File: config.mk
export PLATFORM = sky130hd
export DESIGN_NAME = act_stream_ctrl
export DESIGN_NICKNAME = d
export VERILOG_FILES = /design/src/rtl/dpu_act_pkg.sv /design/src/rtl/act_out_fifo.sv /design/src/rtl/act_stream_ctrl.sv
export SDC_FILE = /design/constraint.sdc
export NUM_CORES = 1
export LEC_CHECK = 0
export CAP_MARGIN = 10
export CORE_AREA = 5 5 158 99
export CTS_CLUSTER_DIAMETER = 30
export DETAILED_ROUTE_END_ITERATION = 10
export DIE_AREA = 0 0 163 104
export PLACE_DENSITY_LB_ADDON = 0.12
export SLEW_MARGIN = 40
export SYNTH_ARGS = -nofsm -noshare
export SYNTH_HDL_FRONTEND = slang
export SYNTH_HIERARCHICAL = 1
export SYNTH_SLANG_ARGS = --single-unit
File: constraint.sdc
create_clock -name clk -period 2.4 [get_ports clk]
set_input_delay 0.24 -clock clk [delete_from_list [all_inputs] [get_ports clk]]
set_output_delay 0.24 -clock clk [all_outputs]
set_load 0.01 [all_outputs]
File: src/rtl/dpu_act_pkg.sv
// dpu_act_pkg -- shared definitions for the activation streaming controller.
//   LRELU_SHIFT        : right-shift applied to negative words (leaky-ReLU slope 1/8)
//   DEFAULT_FIFO_DEPTH : default output FIFO depth
//   state_t            : controller sequencing states
package dpu_act_pkg;

  localparam int unsigned LRELU_SHIFT        = 3;
  localparam int unsigned DEFAULT_FIFO_DEPTH = 4;

  typedef enum logic [1:0] {
    IDLE  = 2'd0,
    RUN   = 2'd1,
    DRAIN = 2'd2
  } state_t;

endpackage

File: src/rtl/act_out_fifo.sv
// act_out_fifo -- synchronous FIFO holding activated words plus their last flag.
//   clk, rst    : clock, synchronous active-high reset (empties the FIFO)
//   push        : write push_data (ignored when full unless a pop happens too)
//   push_data   : WIDTH-bit entry
//   pop         : remove head entry (ignored when empty)
//   pop_data    : head entry (meaningful when !empty)
//   empty       : no entries stored
//   count       : current occupancy, 0..DEPTH
module act_out_fifo #(
  parameter int unsigned DEPTH = 4,
  parameter int unsigned WIDTH = 33
) (
  input  logic                     clk,
  input  logic                     rst,
  input  logic                     push,
  input  logic [WIDTH-1:0]         push_data,
  input  logic                     pop,
  output logic [WIDTH-1:0]         pop_data,
  output logic                     empty,
  output logic [$clog2(DEPTH):0]   count
);

  localparam int unsigned AW = $clog2(DEPTH);

  logic [WIDTH-1:0] mem [DEPTH];
  logic [AW-1:0]    wr_ptr;
  logic [AW-1:0]    rd_ptr;
  logic [AW:0]      cnt;
  logic             full;
  logic             do_push;
  logic             do_pop;

  assign empty   = (cnt == '0);
  assign full    = (cnt == (AW+1)'(DEPTH));
  assign do_pop  = pop && !empty;
  // A push into a full FIFO is legal when the head leaves in the same cycle.
  assign do_push = push && (!full || do_pop);

  assign pop_data = mem[rd_ptr];
  assign count    = cnt;

  always_ff @(posedge clk) begin
    if (do_push) begin
      mem[wr_ptr] <= push_data;
    end
  end

  always_ff @(posedge clk) begin
    if (rst) begin
      wr_ptr <= '0;
      rd_ptr <= '0;
      cnt    <= '0;
    end else begin
      if (do_push) begin
        wr_ptr <= wr_ptr + AW'(1);
      end
      if (do_pop) begin
        rd_ptr <= rd_ptr + AW'(1);
      end
      case ({do_push, do_pop})
        2'b10:   cnt <= cnt + (AW+1)'(1);
        2'b01:   cnt <= cnt - (AW+1)'(1);
        default: cnt <= cnt;
      endcase
    end
  end

endmodule

File: src/rtl/act_stream_ctrl.sv
// act_stream_ctrl -- streams a job of INT32 words from the accumulator buffer,
// applies leaky-ReLU (negative x -> x >>> 3) and delivers them on a
// valid/ready output through a small FIFO.
//   clk, rst          : clock, synchronous active-high reset
//   start             : begin a job (accepted when idle, or in the done cycle)
//   base_addr, count  : job first address and word count, latched at start
//   cfg_bypass        : (ACT_STREAM_CTRL_BYPASS_EN only) pass words unchanged
//   busy, done        : job in progress / one-cycle completion pulse
//   mem_rd_en/addr    : buffer read request; mem_rd_data returns one cycle later
//   out_valid/ready   : output handshake; out_data, out_last accompany it
// Optional feature macro: ACT_STREAM_CTRL_BYPASS_EN
module act_stream_ctrl
  import dpu_act_pkg::*;
#(
  parameter int unsigned ADDR_W     = 12,
  parameter int unsigned FIFO_DEPTH = DEFAULT_FIFO_DEPTH
) (
  input  logic              clk,
  input  logic              rst,
  input  logic              start,
  input  logic [ADDR_W-1:0] base_addr,
  input  logic [ADDR_W:0]   count,
`ifdef ACT_STREAM_CTRL_BYPASS_EN
  input  logic              cfg_bypass,
`endif
  output logic              busy,
  output logic              done,
  output logic              mem_rd_en,
  output logic [ADDR_W-1:0] mem_rd_addr,
  input  logic [31:0]       mem_rd_data,
  output logic              out_valid,
  input  logic              out_ready,
  output logic [31:0]       out_data,
  output logic              out_last
);

  localparam int unsigned CNT_W = $clog2(FIFO_DEPTH) + 1;

  state_t            state;
  state_t            state_nx;
  logic [ADDR_W-1:0] addr_q;
  logic [ADDR_W:0]   remain_q;
  logic              rd_pend;
  logic              rd_pend_last;
  logic              bypass_q;

  logic [CNT_W-1:0]  fifo_cnt;
  logic              fifo_empty;
  logic [32:0]       fifo_head;
  logic [CNT_W:0]    occ;
  logic              issue;
  logic              last_issue;
  logic              done_c;
  logic              accept;
  logic              bypass_in;
  logic [31:0]       act_y;

`ifdef ACT_STREAM_CTRL_BYPASS_EN
  assign bypass_in = cfg_bypass;
`else
  assign bypass_in = 1'b0;
`endif

  // Reads in flight are reserved FIFO space so the FIFO can never overflow.
  assign occ        = {1'b0, fifo_cnt} + {{CNT_W{1'b0}}, rd_pend};
  assign issue      = (state == RUN) && (occ < (CNT_W+1)'(FIFO_DEPTH));
  assign last_issue = issue && (remain_q == (ADDR_W+1)'(1));

  // In DRAIN, an empty FIFO with nothing in flight means the final handshake
  // has already happened, so this cycle is the done cycle.
  assign done_c = (state == DRAIN) && !rd_pend && fifo_empty;
  // The done cycle behaves as idle so a back-to-back start is not lost.
  assign accept = start && ((state == IDLE) || done_c);

  always_comb begin
    state_nx = state;
    case (state)
      IDLE, DRAIN: begin
        if (done_c) begin
          state_nx = IDLE;
        end
        if (accept) begin
          state_nx = (count == '0) ? DRAIN : RUN;
        end
      end
      RUN: begin
        if (last_issue) begin
          state_nx = DRAIN;
        end
      end
      default: state_nx = IDLE;
    endcase
  end

  always_ff @(posedge clk) begin
    if (rst) begin
      state        <= IDLE;
      addr_q       <= '0;
      remain_q     <= '0;
      rd_pend      <= 1'b0;
      rd_pend_last <= 1'b0;
      bypass_q     <= 1'b0;
    end else begin
      state        <= state_nx;
      rd_pend      <= issue;
      rd_pend_last <= last_issue;
      if (accept) begin
        addr_q   <= base_addr;
        remain_q <= count;
        bypass_q <= bypass_in;
      end else if (issue) begin
        addr_q   <= addr_q + ADDR_W'(1);
        remain_q <= remain_q - (ADDR_W+1)'(1);
      end
    end
  end

  always_comb begin
    act_y = mem_rd_data;
    if (mem_rd_data[31] && !bypass_q) begin
      act_y = $signed(mem_rd_data) >>> LRELU_SHIFT;
    end
  end

  act_out_fifo #(
    .DEPTH (FIFO_DEPTH),
    .WIDTH (33)
  ) u_fifo (
    .clk       (clk),
    .rst       (rst),
    .push      (rd_pend),
    .push_data ({rd_pend_last, act_y}),
    .pop       (out_ready),
    .pop_data  (fifo_head),
    .empty     (fifo_empty),
    .count     (fifo_cnt)
  );

  assign busy        = (state != IDLE) && !done_c;
  assign done        = done_c;
  assign mem_rd_en   = issue;
  assign mem_rd_addr = addr_q;
  assign out_valid   = !fifo_empty;
  assign out_data    = fifo_empty ? '0 : fifo_head[31:0];
  assign out_last    = !fifo_empty && fifo_head[32];

endmodule
-- Word level (Yosys, flattened, before mapping)
Memories as Yosys holds them, arrays and structs flattened. A register that Yosys moved wholly into a read port is not among the register bits.
Cells that the tools add are included.
- register bits after elaboration: 36
- memory bits (writable): 132
- bits of input ports: 61
- output and inout port bits: 49
- logic and storage cells: 64
- memories kept: 1
- add/subtract/negate cells: 7
- order comparisons: 1
- equality and inequality tests: 8
- multiplexer cells: 16
- reduce and logical (&&, ||, !) cells: 23
- memory list (name ; words ; width ; read ports ; clocked after memory_dff ; wr ports ; RTL line ; text):
    u_fifo.mem ; 4 ; 33 ; 1 ; 1 ; 1 ; act_out_fifo.sv:25 ; logic [WIDTH-1:0] mem [DEPTH];
- operators by type and width (operator ; number):
    32-bit 2-to-1 mux ; 2
    13-bit 2-to-1 mux ; 2
    12-bit 2-to-1 mux ; 2
    13-bit by 1-bit equality test with 1-bit output, second input constant ; 1
    13-bit logical NOT ; 1
    13-bit by 1-bit subtractor with 13-bit output, second input constant ; 1
    12-bit by 1-bit adder with 12-bit output, second input constant ; 1
    2-bit 2-to-1 mux ; 6
    1-bit logical AND ; 9
    3-bit case mux with 2 select lines ; 1
    2-bit nonzero test ; 3
    2-bit by 1-bit adder with 2-bit output, second input constant ; 2
    3-bit by 1-bit adder with 4-bit output ; 1
    2-bit by 1-bit equality test with 1-bit output, second input constant ; 2
    2-bit equality test, second input constant ; 2
    1-bit logical NOT ; 4
    4-bit by 3-bit < comparator with 1-bit output, second input constant ; 1
    2-bit case mux with 2 select lines ; 1
    3-bit by 1-bit adder with 3-bit output, second input constant ; 1
    3-bit equality test, second input constant ; 1
    3-bit logical NOT ; 1
    3-bit inequality test, second input constant ; 1
    3-bit by 1-bit subtractor with 3-bit output, second input constant ; 1
    2-bit logical NOT ; 1
    5 further kinds ; 7

-- Longest topological paths before layout
- depth after elaboration: 7
- mapped depth: 8

-- By module
Netlist, hierarchy kept.
- by module, submodules not included (module ; times used ; cells each ; area each (sq um)):
    act_out_fifo ; 1 ; 237 ; 5317.6
    act_stream_ctrl ; 1 ; 263 ; 2128.3

-- Worst setup path before layout
OpenSTA, ideal clock, no wires.
- path kind: register to register
- start: register u_fifo.cnt[1] (netlist: u_fifo/count[1])
- end: register addr_q[0] (netlist: mem_rd_addr[0])
- library setup time: 0.128 ns
- arrival time: 1.924 ns
- required time: 2.272 ns
- path slack: 0.348 ns
- stages on the path, launching flop included: 9
- path buffers: 1
- path through: dfxtp_1 or3_1 inv_1 nand2b_1 a21oi_1 clkbuf_1 nor2_1 a221oi_1 nor2_1
- longest elaborated chain between the ends: 5
- RTL lines (item ; RTL line ; text):
    start: declaration ; act_out_fifo.sv:28 ; logic [AW:0] cnt;
    start signal: assignment ; act_out_fifo.sv:61 ; 2'b10: cnt <= cnt + (AW+1)'(1);
    start signal: assignment ; act_out_fifo.sv:62 ; 2'b01: cnt <= cnt - (AW+1)'(1);
    start signal: assignment ; act_out_fifo.sv:63 ; default: cnt <= cnt;
    3-bit logical NOT (*) ; act_out_fifo.sv:33 ; assign empty = (cnt == '0);
    named net fifo_empty ; act_stream_ctrl.sv:48 ; logic fifo_empty;
    1-bit logical AND (*) ; act_stream_ctrl.sv:71 ; assign done_c = (state == DRAIN) && !rd_pend && fifo_empty;
    1-bit logical OR (*) ; act_stream_ctrl.sv:73 ; assign accept = start && ((state == IDLE) || done_c);
    1-bit logical AND (*) ; act_stream_ctrl.sv:73 ;
    12-bit 2-to-1 mux or 2-bit nonzero test (tied branches) ; - ;
    end signal: assignment ; act_stream_ctrl.sv:108 ; addr_q <= base_addr;
    end signal: assignment ; act_stream_ctrl.sv:112 ; addr_q <= addr_q + ADDR_W'(1);
    end: declaration ; act_stream_ctrl.sv:41 ; logic [ADDR_W-1:0] addr_q;
Mark *: on every way through the listed nets, which the timed path passes. The rest lies on a longest branch.
A chain may end at the register's enable or synchronous reset.

==> results_dict.tcl <==
set metrics [dict create \
    status "finished clean" \
    hold_buffers 0 \
    timing.final.crit_share_pct 97.5 \
    cts-root-buf "clkbuf_16" \
    p_seq_share_pct 47.0 \
    async_reset_ff_share_pct 0 \
    max_cap_viol_count 0 \
    critical_path_peak_fanout 10 \
    area_delta_synth_final_pct 30.6 \
    ant_nets 0 \
    remaining_drc_errors 0 \
    cts.reportedPaths.clkPinSlew_ns 0.07 \
    syn-cell-area_um2 7450 \
    peakVddDrop_v 0.000492 \
    cp-end-kind "primary output" \
    synth.net_count 569 \
    finalCriticalPeriod_ns 2.34 \
    grt_start_max_net_pins 36 \
    clkPwrFrac_pct 40.4 \
    rows 34 \
    netlist_instances 500 \
    power.leakage_uw 0.00345 \
    cts_buffers 17 \
    place_congestion 0.815 \
    regToRegEndpoint "mem_rd_addr[0]" \
    io_pins 110 \
    ys_seq_area_share_pct 63.5 \
    core_um2 14100 \
    start_util_pct 52.7 \
    finClkSkew_ns 0.0134 \
    power.switching_uw 1640 \
    die_area_um2 17000 \
    h-tree-depth 4 \
    track_usage_pct 20.0 \
    antenna_found_initial 0 \
    slew_headroom_pct 50.9 \
    synthFlopType "edfxtp_1" \
    final_cell_mix "edfxtp_1 (132), clkdlybuf4s50_1 (91), nor2b_1 (34)" \
    hpwl_mm 10.8 \
    final_common_cell "edfxtp_1" \
    insertedDiodeCount 0 \
    swShare_pct 23.0 \
    dr.pass1.iters 5 \
    initialDrtViolationCount 305 \
    clock_path_buffers 2 \
    worst_pin_slew_ns 0.729 \
    clock_latency_ns 0.41 \
    hp-start "base_addr[10]" \
    grt_pass1_vias 4843 \
    numPortBuffers 109 \
    wl_mm 16.7 \
    die_w_um 163 \
    rsz0062_at_grt "yes" \
    holdPathStages 3 \
    fmax_ghz 0.428 \
    via_per_inst 5.55 \
    arrival_ns 2.10 \
    timing_hold_violations_final 0 \
    power_frac_comb_pct 12.6 \
    maxSlewViolCount 0 \
    ys_ff_latch 170 \
    whs_ns 0.402 \
    wl_per_cell_um 19.7 \
    grt_pass1_wl_mm 26.5 \
    reg2reg_depth 7 \
    fin_nets 704 \
    ys_warn_count 6 \
    clock_sinks 170 \
    worstReg2RegStart "u_fifo/count[1]" \
    critPathKind "reg -> out" \
    cp-start-kind "register" \
    setup_viol 0 \
    worstPathCellList "buf_12 -> mux4_2 -> nor2b_1 -> clkdlybuf4s50_1" \
    cp_data_required_time_ns 2.16 \
    final_util_pct 68.9 \
    drive_above_1_share_pct 23.2 \
    synth_edf_count 132 \
    max_stage_delay_ns 0.49 \
    hold_class "in -> reg" \
    cts_tree "done" \
    hold_end "mem_rd_addr[10]" \
    avgSynthCellArea_um2 14.9 \
    grt_overflow 0 \
    r2r_setup_slack_ns 0.25 \
    crit_slowest_cell "mux4_2" \
    internal_power_uw 5490 \
    yosysUniqueCellTypes 52 \
    vias 4692 \
    p_per_area_nw_per_um2 733 \
    die-height_um 104 \
]
==> layout make-up <==
cell class / instances / area (µm²)
clock buffers: 18 / 429
clock inverters: 13 / 191
fillers: 990 / 4400
inverters: 12 / 53.8
multi-input cells: 291 / 2530
flip-flops and latches: 170 / 4730
well taps: 198 / 248
repair buffers: 143 / 1540
==> flip-flops by register name (all words and copies together) (netlist names), named ones only <==
signal	flops
mem_rd_addr	12
u_fifo/mem	132
rd_pend	1
rd_pend_last	1
u_fifo/count	3
remain_q	13
u_fifo/rd_ptr	2
state	2
u_fifo/wr_ptr	2
==> through the flow <==
step           setup TNS, ns  total power (µW)  worst slack [ns]  cells  instance area, µm²
6_report                   0              7130            0.0610    845                9730
5_1_grt              -0.0183              7390          -0.00702    845                9730
4_1_cts                    0              7130           0.00226    834                9580
3_5_place_dp               0              4280             0.230    801                8930
3_3_place_gp               0              4250             0.263    801                8930
2_1_floorplan              0              3880             0.348    500                7450
==> cell usage after synthesis, types with 2 or more instances <==
cell type | n | area [µm²]
nor3_1 | 8 | 40.0
a221oi_1 | 4 | 35.0
xor2_1 | 9 | 78.8
ha_1 | 7 | 87.6
nor2_1 | 33 | 124
and2_1 | 5 | 31.3
dfxtp_1 | 38 | 761
o211ai_1 | 4 | 30.0
clkbuf_1 | 11 | 41.3
nand2b_1 | 2 | 12.5
edfxtp_1 | 132 | 3960
nand4_1 | 5 | 31.3
nand2_1 | 18 | 67.6
a31oi_1 | 3 | 18.8
nor4_1 | 5 | 31.3
and3_1 | 4 | 25.0
nor2b_1 | 34 | 213
o21ai_0 | 6 | 30.0
inv_1 | 11 | 41.3
xnor2_1 | 7 | 61.3
nand3_1 | 14 | 70.1
buf_1 | 3 | 11.3
a22oi_1 | 7 | 52.6
a211oi_1 | 10 | 75.1
or2_2 | 4 | 25.0
buf_6 | 6 | 67.6
mux4_2 | 33 | 743
a2bb2oi_1 | 2 | 17.5
a21oi_1 | 18 | 90.1
buf_2 | 5 | 25.0
or3_1 | 4 | 25.0
mux2_2 | 28 | 315
==> repair_timing <==
item | in CTS | in global routing
setup buffers | 2 | 10
pin swaps | 1 | 1
gates cloned | 0 | 1
resized for setup | 12 | 17
setup endpoints to repair | 36 | 31
==> routing by layer <==
layer	track usage, %	wire, µm	vias to the layer above
met1	29.8	7870	2371
li1	-	-	2173
met2	30.6	7840	141
met4	4.19	72	0
met5	0	0	-
met3	4.12	881	7
==> cell families after synthesis <==
family	Yosys count	synth area share, %
DFF	170	63.5
and+or+nand+nor	146	10.7
muxes	62	14.4
AOI/OAI and AO/OA	59	5.43
buffers and inverters	39	2.79
xor gates and xnor gates	16	1.88
adders and majority gates	8	1.45
==> worst max path at each step <==
stage	startpoint	slack [ns]	cells past startpoint	end
after floorplan	u_fifo/count[1]	0.35	8	mem_rd_addr[0]
after global placement	u_fifo/count[1]	0.26	5	out_data[0]
after detailed placement	u_fifo/count[1]	0.23	5	done
after CTS	register	0.002	4	out_data[26]
after global routing	u_fifo/count[1]	-0.007	6	done
final	register	0.06	4	out_last
==> worst max-delay path, delay by kind of cell, from the launching register on <==
family,cells,cell delay [ns]
buf+inv,2,0.64
flops,1,0.41
mux,1,0.49
simple gates,1,0.16
==> power groups by stage <==
stage	logic, µW	clock network, µW	registers, µW
3_5_place_dp	863	0	3410
6_report	899	2880	3350
5_1_grt	980	3040	3370
3_3_place_gp	839	0	3410
4_1_cts	875	2900	3350
2_1_floorplan	483	0	3400
(Power assumes the default switching activity.)
